**src/rtl/tmds_channel_decoder_pkg.sv**
```systemverilog
// Shared definitions for the TMDS channel decoder: control tokens, control
// codes, FSM state encoding and default lock/slip thresholds.
package tmds_channel_decoder_pkg;

    // Control tokens, written bit 9 first (bit 0 is the first bit on the wire).
    localparam logic [9:0] TOKEN_CD00 = 10'b1101010100;
    localparam logic [9:0] TOKEN_CD01 = 10'b0010101011;
    localparam logic [9:0] TOKEN_CD10 = 10'b0101010100;
    localparam logic [9:0] TOKEN_CD11 = 10'b1010101011;

    // Control codes {C1,C0}.
    localparam logic [1:0] CD_00 = 2'b00;
    localparam logic [1:0] CD_01 = 2'b01;
    localparam logic [1:0] CD_10 = 2'b10;
    localparam logic [1:0] CD_11 = 2'b11;

    // Default alignment thresholds. SLIP_WAIT must exceed the 1088-word line.
    localparam int DEFAULT_TOKEN_RUN = 8;
    localparam int DEFAULT_SLIP_WAIT = 2048;

    typedef enum logic {
        ST_SEARCH = 1'b0,
        ST_LOCKED = 1'b1
    } state_t;

    // True when the word is any of the four control tokens.
    function automatic logic is_control_token(input logic [9:0] word);
        return (word == TOKEN_CD00) || (word == TOKEN_CD01) ||
               (word == TOKEN_CD10) || (word == TOKEN_CD11);
    endfunction

endpackage

```
**src/rtl/tmds_word_decode.sv**
```systemverilog
// Combinational decode of one aligned TMDS word: control-token detection with
// its 2-bit code, plus the 8-bit data decode (inversion then XOR/XNOR chain).
module tmds_word_decode
    import tmds_channel_decoder_pkg::*;
(
    input  logic [9:0] word,
    output logic       is_token,
    output logic [1:0] cd,
    output logic [7:0] data
);

    logic [7:0] d;

    // Token lookup: flag a control token and report its code, 00 otherwise.
    always_comb begin
        // NOTE: every output of a combinational block gets a default first, so no path can infer a latch.
        is_token = 1'b1;
        cd       = CD_00;
        case (word)
            TOKEN_CD00: cd = CD_00;
            TOKEN_CD01: cd = CD_01;
            TOKEN_CD10: cd = CD_10;
            TOKEN_CD11: cd = CD_11;
            default:    is_token = 1'b0;
        endcase
    end

    // Data path: undo the optional inversion (bit 9), then the XOR/XNOR chain (bit 8).
    always_comb begin
        d       = word[9] ? ~word[7:0] : word[7:0];
        data[0] = d[0];
        for (int i = 1; i < 8; i++) begin
            data[i] = word[8] ? (d[i] ^ d[i-1]) : ~(d[i] ^ d[i-1]);
        end
    end

endmodule

```
**src/rtl/tmds_channel_decoder.sv**
```systemverilog
// One TMDS receive channel: finds the 10-bit word boundary by hunting for runs
// of control tokens, then decodes aligned words into pixel data or control
// codes. Two pipeline stages: aligned word capture, then decoded outputs.
module tmds_channel_decoder
    import tmds_channel_decoder_pkg::*;
#(
    parameter int TOKEN_RUN = DEFAULT_TOKEN_RUN,
    parameter int SLIP_WAIT = DEFAULT_SLIP_WAIT
) (
    input  logic       clk,
    input  logic       reset,
    input  logic [9:0] tmds_word,
    output logic [7:0] data,
    output logic [1:0] cd,
    output logic       de,
    output logic       locked,
    output logic [3:0] offset
);

    localparam int RUN_W  = $clog2(TOKEN_RUN + 1);
    localparam int IDLE_W = $clog2(SLIP_WAIT + 1);

    logic [9:0]        prev;
    logic [18:0]       stream;
    logic [9:0]        window;
    logic              window_token;
    logic [9:0]        w_q;
    state_t            state;
    logic [RUN_W-1:0]  run;
    logic [IDLE_W-1:0] idle;
    logic              dec_token;
    logic [1:0]        dec_cd;
    logic [7:0]        dec_data;

    // The top raw bit is never inside a window (offset tops out at 9), so it is
    // only carried forward through prev.
    assign stream       = {tmds_word[8:0], prev};
    assign window_token = is_control_token(window);

    // Alignment window: ten consecutive wire bits starting at the current offset.
    always_comb begin
        window = stream[9:0];
        for (int i = 1; i < 10; i++) begin
            if (offset == 4'(i)) window = stream[i +: 10];
        end
    end

    // Stage 1: keep the previous raw word and capture the aligned word.
    always_ff @(posedge clk) begin
        // NOTE: registered state is always written with <= so every flop samples pre-edge values.
        if (reset) begin
            prev <= '0;
            w_q  <= '0;
        end else begin
            prev <= tmds_word;
            w_q  <= window;
        end
    end

    // Alignment FSM: counts token runs to lock, slips or drops lock after a long token-free gap.
    always_ff @(posedge clk) begin
        if (reset) begin
            state  <= ST_SEARCH;
            run    <= '0;
            idle   <= '0;
            offset <= '0;
        end else begin
            case (state)
                ST_SEARCH: begin
                    if (window_token) begin
                        idle <= '0;
                        if (run == RUN_W'(TOKEN_RUN - 1)) begin
                            state <= ST_LOCKED;
                            run   <= '0;
                        end else begin
                            run <= run + 1'b1;
                        end
                    end else begin
                        run <= '0;
                        if (idle == IDLE_W'(SLIP_WAIT - 1)) begin
                            idle   <= '0;
                            offset <= (offset == 4'd9) ? 4'd0 : offset + 4'd1;
                        end else begin
                            idle <= idle + 1'b1;
                        end
                    end
                end
                default: begin
                    if (window_token) begin
                        idle <= '0;
                    end else if (idle == IDLE_W'(SLIP_WAIT - 1)) begin
                        state <= ST_SEARCH;
                        idle  <= '0;
                        run   <= '0;
                    end else begin
                        idle <= idle + 1'b1;
                    end
                end
            endcase
        end
    end

    tmds_word_decode u_decode (
        .word     (w_q),
        .is_token (dec_token),
        .cd       (dec_cd),
        .data     (dec_data)
    );

    // Stage 2: publish data or control code, gated by the lock state that word produced.
    always_ff @(posedge clk) begin
        if (reset) begin
            data   <= '0;
            cd     <= CD_00;
            de     <= 1'b0;
            locked <= 1'b0;
        end else begin
            locked <= (state == ST_LOCKED);
            data   <= '0;
            cd     <= CD_00;
            de     <= 1'b0;
            if (state == ST_LOCKED) begin
                if (dec_token) begin
                    cd <= dec_cd;
                end else begin
                    de   <= 1'b1;
                    data <= dec_data;
                end
            end
        end
    end

endmodule

```
**config.mk**
```make
export PLATFORM = sky130hd
export DESIGN_NAME = tmds_channel_decoder
export DESIGN_NICKNAME = d
export VERILOG_FILES = /design/src/rtl/tmds_channel_decoder_pkg.sv /design/src/rtl/tmds_word_decode.sv /design/src/rtl/tmds_channel_decoder.sv
export SDC_FILE = /design/constraint.sdc
export NUM_CORES = 1
export LEC_CHECK = 0
export ABC_AREA = 1
export BUFFER_PORTS_ARGS = -buffer_cell sky130_fd_sc_hd__buf_2
export CORE_ASPECT_RATIO = 0.5
export CORE_MARGIN = 1.5
export CORE_UTILIZATION = 50
export DETAILED_ROUTE_END_ITERATION = 16
export PLACE_DENSITY = 0.69
export SLEW_MARGIN = 25
export SYNTH_ARGS = -nofsm -noshare
export SYNTH_HDL_FRONTEND = slang
export SYNTH_SLANG_ARGS = --single-unit
```
**constraint.sdc**
```tcl
create_clock -name clk -period 4.2 [get_ports clk]
set_input_delay 0.84 -clock clk [delete_from_list [all_inputs] [get_ports clk]]
set_output_delay 0.84 -clock clk [all_outputs]
set_load 0.01 [all_outputs]
```
Word-level counts from Yosys, hierarchy flattened
Index checks and enable logic that the tools add are counted.
W data, S select, Z words.
{"block": "word_totals", "elab_cells": 93, "input_bits": 12, "regBits": 53, "out_inout_bits": 16}
{"block": "op_classes", "bitwise": 18, "addsub": 3, "mux": 31, "n_reduce_logical": 10, "eq_ne": 21}
{"operator": "$mux W10", "n": 9}
{"operator": "$eq A10 B10 Y1 const B", "n": 4}
{"operator": "$mux W4", "n": 6}
{"operator": "$eq A10 B8 Y1 const B", "n": 2}
{"operator": "$eq A10 B9 Y1 const B", "n": 2}
{"operator": "$eq A4 B3 Y1 const B", "n": 5}
{"operator": "$mux W1", "n": 14}
{"operator": "$add A12 B1 Y12 const B", "n": 1}
{"operator": "$eq A12 B11 Y1 const B", "n": 1}
{"operator": "$not A1 Y1", "n": 10}
{"operator": "$reduce_or A3 Y1", "n": 3}
{"operator": "$add A4 B1 Y4 const B", "n": 2}
{"operator": "$eq A4 B2 Y1 const B", "n": 2}
{"operator": "$eq A4 B4 Y1 const B", "n": 2}
{"operator": "$mux W8", "n": 1}
{"operator": "$not A8 Y8", "n": 1}
{"operator": "$xor A1 B1 Y1", "n": 7}
{"operator": "$pmux W2 S3", "n": 1}
{"operator": "$eq A4 B1 Y1 const B", "n": 1}
{"operator": "$reduce_or A4 Y1", "n": 1}
{"operator": "$logic_or A1 B1 Y1", "n": 3}
{"operator": "$reduce_and A3 Y1", "n": 1}
{"operator": "$ne A2 B1 Y1 const B", "n": 1}
{"operator": "$ne A2 B2 Y1 const B", "n": 1}
{"operator": "other kinds (2)", "n": 2}

Logic depth before layout (Yosys ltp)
{"block": "logic_depth", "ltp_word": 16, "ltp_mapped": 24, "ltp_nobuf": 23}

Cells and area by module
From an unflattened synthesis, not the netlist that was laid out.
{"block": "unflattened", "cells_unflattened": 551, "hier_area_um2": 3518.4}
{"module": "tmds_channel_decoder", "area_each_um2": 3183.1, "n_inst": 1, "seq_area_each_um2": 1061.0, "cells_each": 494}
{"module": "tmds_word_decode", "area_each_um2": 335.3, "n_inst": 1, "seq_area_each_um2": 0.0, "cells_each": 57}

Worst setup path after synthesis
Ideal clock, no wire load.
{"block": "synth_timing", "path_kind": "reg-to-reg", "startpoint": "reg offset[1]", "endpoint": "reg idle[9]", "setup_time_ns": 0.130, "synth_period_minus_slack_ns": 2.243, "arrival_time_ns": 2.112, "setup_slack_ns": 1.957, "required_time_ns": 4.070, "n_path_buf": 3, "path_stages_with_launch": 19, "path_cell_list": "dfxtp_1 buf_4 nand2_1 nor2_2 buf_4 nand2_1 nand3_1 nand2_1 nand2_1 nand2_1 nand2_2 nand2_1 nand2_1 nand2_1 nor2_1 nand3_4 nand4_2 buf_4 nor3_2"}
{"block": "synth_via", "elab_chain_cells": 15, "word_cells_on_any_way": 26, "cone_classes": "eq/ne: 13; mux: 9; reduce/logical: 4"}
{"element": "start, declared", "line": "tmds_channel_decoder.sv:17", "rtl": "output logic [3:0] offset"}
{"element": "start signal, assigned", "line": "tmds_channel_decoder.sv:82", "rtl": "offset <= (offset == 4'd9) ? 4'd0 : offset + 4'd1;"}
{"element": "$eq A4 B1 Y1", "line": "tmds_channel_decoder.sv:44", "rtl": "if (offset == 4'(i)) window = stream[i +: 10];"}
{"element": "$mux W10 (8 in series)", "line": "tmds_channel_decoder.sv:44"}
{"element": "$mux W10 (*)", "line": "tmds_channel_decoder.sv:44"}
{"element": "$eq A10 B10 Y1 or $eq A10 B8 Y1 (tied branches)", "line": "tmds_channel_decoder_pkg.sv:28", "rtl": "return (word == TOKEN_CD00) || (word == TOKEN_CD01) ||"}
{"element": "$logic_or A1 B1 Y1 (2 in series)", "line": "tmds_channel_decoder_pkg.sv:28"}
{"element": "$logic_or A1 B1 Y1 (*)", "line": "tmds_channel_decoder_pkg.sv:29", "rtl": "(word == TOKEN_CD10) || (word == TOKEN_CD11);"}
{"element": "$reduce_or A3 Y1 (no line) (*)"}
{"element": "end signal, assigned", "line": "tmds_channel_decoder.sv:84", "rtl": "idle <= idle + 1'b1;"}
{"element": "end signal, assigned", "line": "tmds_channel_decoder.sv:96", "rtl": "idle <= idle + 1'b1;"}
{"element": "end, declared", "line": "tmds_channel_decoder.sv:30", "rtl": "logic [IDLE_W-1:0] idle;"}
Every way passes the cells marked *; elsewhere a longest branch is shown, timed or not.
A chain may end at the register's enable or synchronous reset.

Final worst setup path
{"block": "layout_timing", "startpoint": "reg offset[1]", "endpoint": "reg idle[10]"}
Same word-level chain as after synthesis.

==> reports/results.ini <==
[floorplanning]
die_height_um=61.4
fp.dieArea_um2=7340
placementRows=21
dieWidth_um=120
io_pins=28
initial_core_util_pct=51.4
core_um2=6620

[timing]
skew_ns=0.00324
finalHoldViolCount=0
setup_viol=0
drv_slew=0
rsz0062_at_grt=false
fin_crit_sh_pct=75.4
slew_headroom_pct=27.1
post-route-min-period_ns=3.17
worst_pin_slew_ns=1.08
fin_ws_ns=1.03
tns_ns=0
max_freq_ghz=0.316

[clock_tree]
cts.sinks=53
numCtsBuffers=5
cts-resized-gates=0
clkLatencyLatePin_ns=0.29
postCtsHoldBufs=0
cts-htree-levels=2
cts-root-buf=clkbuf_16
cts.clk_slew.worst_paths_ns=0.07
tritoncts=yes
postCtsSetupBuffers=0
clock_path_buffers=2

[cells_and_area]
final_common_cell=nand2_1
final_nets=561
diodes=0
drive_gt1_share_pct=13.3
area_growth_pct=8.78
layout_common_cells=nand2_1, inv_1, nor2_1

[power_and_ir_drop]
p_per_area_nw_per_um2=276
power_leakage_uw=0.00170
max-vdd-ir-drop_uv=158

[min_path]
hold_path_depth=1
hp-start=idle[0]$_SDFF_PP0_
min_to=idle[0]$_SDFF_PP0_
hold_path.class=register to register

[route]
routed_wl_mm=7.81
remaining_drc_errors=0
routedWlPerCell_um=12.3
ant_nets=0
detail_route.iter0.violations=254
routed_via_density=5.02
dr_total_vias=3183
met2WireLength_mm=3.33
wirelength_met1_mm=3.94
firstDrtPassIters=5
dr_wl_met3_um=498
top_layer_used=met4

[yosys]
seq_area_frac_synth_pct=31.2
synth_edf_count=0
ys_ff_latch=53
ys_warn_count=0
synth_ff_type=dfxtp_1
synth_area_leaders=dfxtp_1, nand2_1, inv_1
yosys.area.top_type=dfxtp_1
synthCells=524
synth_cell_type_count=40
async_flop_share_pct=0
avgSynthCellArea_um2=6.50
synth_top_area_share_pct=31.2
synthesis.nets=544
syn_area_um2=3400

[grt]
grt.total_usage_pct=22.6
grt_max_degree=31
grt_first_pass_wirelength_mm=13.0
grt_pass1_vias=2638
overflow=0
antenna_found_initial=0

[setup_path]
regToRegSetupSlack_ns=1.03
r2r_end=idle[10]$_SDFF_PP0_
setup.worst_path.start_class=register
crit_type=register to register
crit_fanout=14
rr_startpoint=offset[1]$_SDFFE_PP0P_
rr_worst_depth=18
cp.required_ns=4.41
cp-end-kind=register
worstPathArrival_ns=3.38

[place]
place_ws_ns=1.11
io_buffers=27
gp_congestion=0.889
hpwl_mm=5.70

[run]
cap_viol_max_count=0

[outcome]
status=finished, final reports clean

==> report_power, final <==
group          switching, uW  internal, uW
Clock                    188           224
Combinational           55.0          29.9
Sequential              12.5           514
Total                    256           768
==> logic make-up (layout without fill, tap and decap cells) <==
family	Yosys count	count (layout)	share of synthesized area, %
simple gates	268	268	36.9
buf+inv	101	119	12.4
compound gates	78	78	12.5
flops	53	53	31.2
xor+xnor	16	16	4.12
fa+ha+maj	8	8	2.94
==> worst max-delay path: stages (launching register included) <==
cell and delay (ns):
dfxtp_1 0.56, nand2_1 0.20, nor2_2 0.55, inv_2 0.19, o21ai_0 0.19, inv_1 0.05
nand2_1 0.06, nand2_1 0.05, nand2_1 0.06, nand2_1 0.05, nand2_1 0.06, nand2_1 0.05
nand2_1 0.09, nand2_1 0.08, nand2_1 0.09, nor2_1 0.08, nand3_4 0.12, nand4_2 0.30
nor3b_1 0.26
==> synthesized netlist by cell type, types with 2 or more instances <==
master    number
a21oi_1       42
a21oi_2        2
a31oi_1        3
buf_2          3
buf_4          4
buf_6          3
clkbuf_1       7
clkinv_1       2
dfxtp_1       53
ha_1           8
inv_1         74
inv_2          6
nand2_1      123
nand2_2        4
nand3_1       52
nand3_2        2
nand3_4        2
nand4_1        2
nor2_1        58
nor2_2         5
nor2_4         3
nor2_8         2
nor3_1         2
nor3_2         3
nor3b_1        2
nor4_1         2
o211ai_1       2
o21ai_0       22
o21ai_1        4
or2_2          3
xnor2_1        7
xor2_1         9
==> sequential cells by signal, indices dropped and copies added (netlist names) <==
name,count
idle,12
data,8
prev,10
offset,4
state,1
locked,1
w_q,10
cd,2
de,1
run,4
==> layout make-up <==
| cell class | instances | area [um^2] |
|---|---|---|
| flip-flops and latches | 53 | 1060 |
| repair buffers | 28 | 143 |
| well taps | 92 | 115 |
| inverters | 83 | 314 |
| clock buffers | 5 | 125 |
| fillers | 652 | 2920 |
| multi-input cells | 370 | 1920 |
| clock inverters | 3 | 25.0 |
==> worst max path at each step <==
stage	from	end	slack, ns	depth (start not counted)
CTS	offset[1]$_SDFFE_PP0P_	idle[10]$_SDFF_PP0_	1.06	18
detailed placement	offset[1]$_SDFFE_PP0P_	idle[10]$_SDFF_PP0_	1.11	18
global route	offset[1]$_SDFFE_PP0P_	idle[7]$_SDFF_PP0_	0.70	18
global placement	offset[1]$_SDFFE_PP0P_	idle[7]$_SDFF_PP0_	1.15	18
finish	offset[1]$_SDFFE_PP0P_	idle[10]$_SDFF_PP0_	1.03	18
floorplan	offset[1]$_SDFFE_PP0P_	idle[9]$_SDFF_PP0_	1.96	18
==> stage by stage <==
stage / total power [uW] / utilization, % / hold slack [ns] / instance area, um^2 / cells
3_5_place_dp: 621 / 53.7 / 0.440 / 3550 / 626
6_report: 1020 / 55.9 / 0.451 / 3700 / 634
3_3_place_gp: 622 / 53.7 / 0.436 / 3550 / 626
5_1_grt: 1070 / 55.9 / 0.492 / 3700 / 634
2_1_floorplan: 595 / - / 0.418 / 3400 / 524
4_1_cts: 1040 / 55.9 / 0.457 / 3700 / 634
==> metal layers <==
metal	up-vias	GRT usage, %
li1	1683	-
met1	1400	32.9
met2	95	35.6
met3	5	4.44
met4	0	3.74
met5	-	0
(Power assumes the default switching activity.)
